### src/rtl/led_run_ctrl.sv
// Step/direction sequencer for the 4-bit LED runner: prescaled step strobe,
// left/right bounce of STEPS steps each way, repeated for LAPS laps.
module led_run_ctrl #(
    parameter int DIV   = 25_000_000,
    parameter int DIV_W = 25,
    parameter int STEPS = 4,
    parameter int LAPS  = 3
) (
    input  logic       clk,
    input  logic       rst,
    input  logic       start_i,
    input  logic       stop_i,
    input  logic       pause_i,
    output logic       step_o,
    output logic       mode_o,
    output logic       busy_o,
    output logic       lap_o,
    output logic       done_o,
    output logic [7:0] lap_cnt_o
);

    typedef enum logic [1:0] {IDLE, LEFT, RIGHT, DONE} state_t;

    localparam logic [DIV_W-1:0] DIV_LAST    = DIV_W'(DIV - 1);
    localparam logic [7:0]       STEP_LAST   = 8'(STEPS - 1);
    localparam logic [7:0]       LAP_TARGET  = 8'(LAPS);
    localparam bit               RUN_FOREVER = (LAPS == 0);

    state_t           state, state_nxt;
    logic [DIV_W-1:0] div_cnt, div_nxt;
    logic [7:0]       step_cnt, step_nxt;
    logic [7:0]       lap_nxt;
    logic             step_nxt_o, lap_nxt_o, done_nxt_o;

    always_comb begin
        state_nxt  = state;
        div_nxt    = div_cnt;
        step_nxt   = step_cnt;
        lap_nxt    = lap_cnt_o;
        step_nxt_o = 1'b0;
        lap_nxt_o  = 1'b0;
        done_nxt_o = 1'b0;

        case (state)
            IDLE: begin
                if (start_i) begin
                    state_nxt = LEFT;
                    div_nxt   = '0;
                    step_nxt  = '0;
                    lap_nxt   = '0;
                end
            end
            LEFT, RIGHT: begin
                if (!pause_i) begin
                    if (div_cnt == DIV_LAST) begin
                        div_nxt    = '0;
                        step_nxt_o = 1'b1;
                    end else begin
                        div_nxt = div_cnt + 1'b1;
                    end
                end
                // A strobe already on the output has moved the runner, so it is
                // always accounted for, even if pause rose during that cycle.
                if (step_o) begin
                    if (step_cnt == STEP_LAST) begin
                        step_nxt = '0;
                        if (state == LEFT) begin
                            state_nxt = RIGHT;
                        end else begin
                            lap_nxt   = lap_cnt_o + 8'd1;
                            lap_nxt_o = 1'b1;
                            if (!RUN_FOREVER && lap_nxt == LAP_TARGET) begin
                                state_nxt = DONE;
                            end else begin
                                state_nxt = LEFT;
                            end
                        end
                    end else begin
                        step_nxt = step_cnt + 8'd1;
                    end
                end
            end
            DONE: begin
                done_nxt_o = 1'b1;
                state_nxt  = IDLE;
            end
            default: state_nxt = IDLE;
        endcase

        if (stop_i) begin
            state_nxt  = IDLE;
            lap_nxt    = lap_cnt_o;
            step_nxt_o = 1'b0;
            lap_nxt_o  = 1'b0;
            done_nxt_o = 1'b0;
        end
    end

    always_ff @(posedge clk) begin
        if (rst) begin
            state     <= IDLE;
            div_cnt   <= '0;
            step_cnt  <= '0;
            step_o    <= 1'b0;
            mode_o    <= 1'b0;
            busy_o    <= 1'b0;
            lap_o     <= 1'b0;
            done_o    <= 1'b0;
            lap_cnt_o <= '0;
        end else begin
            state     <= state_nxt;
            div_cnt   <= div_nxt;
            step_cnt  <= step_nxt;
            step_o    <= step_nxt_o;
            mode_o    <= (state_nxt == RIGHT);
            busy_o    <= (state_nxt == LEFT) || (state_nxt == RIGHT);
            lap_o     <= lap_nxt_o;
            done_o    <= done_nxt_o;
            lap_cnt_o <= lap_nxt;
        end
    end

endmodule
### config.mk
export PLATFORM = sky130hd
export DESIGN_NAME = led_run_ctrl
export DESIGN_NICKNAME = d
export VERILOG_FILES = /design/src/rtl/led_run_ctrl.sv
export SDC_FILE = /design/constraint.sdc
export NUM_CORES = 1
export LEC_CHECK = 0
export ABC_AREA = 0
export CAP_MARGIN = 10
export CORE_ASPECT_RATIO = 1.5
export CORE_MARGIN = 8
export CORE_UTILIZATION = 49
export CTS_BUF_LIST = sky130_fd_sc_hd__clkbuf_4 sky130_fd_sc_hd__clkbuf_8 sky130_fd_sc_hd__clkbuf_16
export CTS_CLUSTER_DIAMETER = 120
export CTS_CLUSTER_SIZE = 24
export DETAILED_ROUTE_END_ITERATION = 6
export GPL_TIMING_DRIVEN = 0
export PLACE_DENSITY = 0.8
export SLEW_MARGIN = 20
export SYNTH_ARGS = -nofsm -noshare
export SYNTH_HDL_FRONTEND = slang
export SYNTH_SLANG_ARGS = --single-unit
export TNS_END_PERCENT = 1
### constraint.sdc
create_clock -name clk -period 3.12 [get_ports clk]
set_input_delay 0.936 -clock clk [delete_from_list [all_inputs] [get_ports clk]]
set_output_delay 0.936 -clock clk [all_outputs]
set_load 0.05 [all_outputs]
==> summary.txt, run 1 <==
Global routing
  • First-pass GRT wire length: ~12,000 um
  • Initial antenna violation count: 0
  • Largest net degree at the start of global routing: 17
  • Tot GR Track Use: 16.9%
  • Number of global-route vias before repair: 2,525
  • Grt ovf: 0

Detailed routing
  • Max layer used: met4
  • Vias per inst: 6.08
  • DRC: 0
  • Via count: approximately 2,700
  • Final wirelength: a little under 7000 um
  • Post-DR wirelength/cell: between 15 and 20 um
  • DR pass1 iterations: 4
  • Initial DRC Count: 235
  • Met2 Wirelength: 3640 um
  • Routed Antenna Nets: 0
  • Met3 routed WL: about 310 um
  • Wl on met1: 2800 um

Synth
  • Warnings from Yosys: 0
  • Top cells by count, synth: dfxtp_1, nand2_1, nor2_1, a21oi_1, nand3_1
  • Post-synth EDFFs: 0
  • Synthesized cell area: ~0.0027 mm^2
  • Cell count after synthesis: 344
  • Post-synthesis async set-or-reset flop share: 0%
  • Top_reg_cell synth: dfxtp_1
  • Area contributors post-synth: dfxtp_1, a21oi_1, nand2_1
  • Syn_area_per_cell: 7.93 um^2
  • Synth top area share: 35.2%
  • Count leader, synth: dfxtp_1
  • Dominant cell type by area after synthesis: dfxtp_1
  • Synth Net Count: 358
  • Seq/Total Area, Yosys: between 30% and 40%
  • Post-synthesis cell type count: 55
  • Post-synthesis register bit count: 48

Critical path
  • R2R setup slack: 0.41 ns
  • Nature of the critical path startpoint: input pin
  • Path depth of the worst reg2reg path: 7
  • Launching point of the worst reg2reg path: step_cnt[0]
  • CP startpoint: rst
  • Max Fanout on Critical Path: 10
  • Worst setup EP type: flip-flop
  • Worst Setup EP: div_cnt[1]
  • Worst EP required: 3.30 ns
  • Crit path kind: input pin to flip-flop
  • Critical Path AT: roughly 3.0 ns
  • R2R Path End: busy_o

Floorplanning
  • DIE AREA: 0.00826 mm^2
  • Initial Utilization: 50.5%
  • IO Count: 18
  • Die Wd: 76.9 um
  • Placeable Area: 0.00541 mm^2
  • Die H: 107 um
  • FP Rows: 33

Cells and area
  • ANT cells: 0
  • Share of layout cells above drive strength 1: 5.96%
  • Fin nets: 382
  • Post-layout instance area: 0.00310 mm^2
  • Area Growth Syn to Fin: 13.7%

Placed design
  • Detailed placement HPWL: 5030 um
  • Gpl congestion: 0.954
  • Placement Setup Slack: slightly below 0.02 ns
  • IO buf count: 17
  • Placed cell area: 0.00299 mm^2

Flow run
  • Max Cap Viol: 0

Timing
  • RSZ-0062 raised after global routing: false
  • Final critical-path required period: 2.78 ns
  • Rel. slew slack: 59.3%
  • Final Slew Violations: 0
  • Final setup fails: 0
  • Max Clock Freq: 0.359 GHz
  • Final hold slack: between 0.4 and 0.5 ns
  • Final Skew: 0.00967 ns
  • Final Cycle Share: 89.3%
  • Final worst slack: 0.335 ns
  • Setup TNS Final: 0 ns
  • Least-Margin Pin Slew: 0.610 ns
  • Final Hold Viols: 0

Pwr
  • Total power: roughly 1.2 mW
  • Lkg Pwr: 1.00 nW
  • PwrDens: 383 mW/mm^2
  • Max rail drop VDD: about 0.29 mV

Clock tree
  • Hold_buf cts: 0
  • CTS Sinks: 48
  • Total CTS buffers: 5
  • H-tree Lvls: 2
  • Max clock buf depth: 2
  • TritonCTS clock tree: built
  • Setup Buffers After CTS: 0
  • Resize count post-CTS: 0
  • Worst skew pair latency: approximately 0.31 ns
  • Reg clk slew, reported paths: roughly 0.090 ns
  • Clk root buf: clkbuf_8

Worst hold path
  • HP Class: flip-flop to flip-flop
  • Worst hold start: div_cnt[1]

Status
  • Status: complete, no violations
-- flip-flops by register name, summed over array words and instances (netlist names) --
register / flops
busy_o: 1
step_o: 1
done_o: 1
step_cnt: 8
lap_cnt_o: 8
lap_o: 1
mode_o: 1
div_cnt: 25
state: 2
-- report_power, final --
part | internal (mW) | leakage (nW) | total (mW) | switching [mW]
logic | 0.0253 | 0.562 | 0.0926 | 0.0673
clock network | 0.242 | 0.0548 | 0.480 | 0.238
registers | 0.614 | 0.387 | 0.616 | 0.00210
-- stage by stage --
| stage | cells | utilization, % |
|---|---|---|
| 4_1_cts | 439 | 57.3 |
| 3_3_place_gp | 431 | 55.2 |
| 3_5_place_dp | 431 | 55.2 |
| 5_1_grt | 439 | 57.3 |
| 6_report | 439 | 57.3 |
| 2_1_floorplan | 344 | - |
-- placed cells by master, fill, tap and decap left out, drive strengths merged, types with 12 or more instances in the layout --
master and instances:
dfxtp 48, clkbuf 15, a21oi 27, clkdlybuf4s50 17
nand2 35, nand4 12, nand3 19, o21ai 20
nor2 30, or3 18, and3 12
-- final cells by class --
type,count,area [um^2]
clock inverters,3,46.3
repair buffers,17,170
fillers,497,2310
clock buffers,5,68.8
flip-flops and latches,48,961
plain buffers,13,51.3
inverters,8,30.0
multi-input cells,275,1690
well taps,70,87.6
-- cell families after synthesis --
family	after synthesis	share of synthesized area, %
compound gates	77	18.1
simple gates	182	37.2
xor+xnor	6	1.93
buf+inv	21	2.98
flops	48	35.2
fa+ha+maj	9	4.13
mux	1	0.413
-- worst min-delay path by stage --
stage,endpoint,slack (ns),cells after the start
2_1_floorplan,div_cnt[1],0.45,2
5_1_grt,step_cnt[7],0.54,2
6_report,div_cnt[1],0.49,2
3_5_place_dp,step_cnt[7],0.48,2
3_3_place_gp,div_cnt[1],0.47,2
4_1_cts,div_cnt[1],0.49,2
-- per-layer routing --
metal	track usage (%)	up-vias
met5	0	-
met4	6.22	0
met3	3.26	15
met2	32.2	63
met1	17.6	1259
li1	-	1331
-- worst max-delay path: stages --
cell	delay, ns
clkdlybuf4s50_1	0.56
clkbuf_1	0.43
clkbuf_1	0.47
clkbuf_1	0.48
a21oi_1	0.07
Note: power is estimated with default switching activity, not from simulation.
==> run 2, diff against run 1 <==
--- a/config.mk
+++ b/config.mk
@@ -16,7 +16,6 @@
 export DETAILED_ROUTE_END_ITERATION = 6
 export GPL_TIMING_DRIVEN = 0
 export PLACE_DENSITY = 0.8
-export SLEW_MARGIN = 20
 export SYNTH_ARGS = -nofsm -noshare
 export SYNTH_HDL_FRONTEND = slang
 export SYNTH_SLANG_ARGS = --single-unit
==> results of run 2 <==
No change in the layout: final DEF, timing and power equal those of run 1.
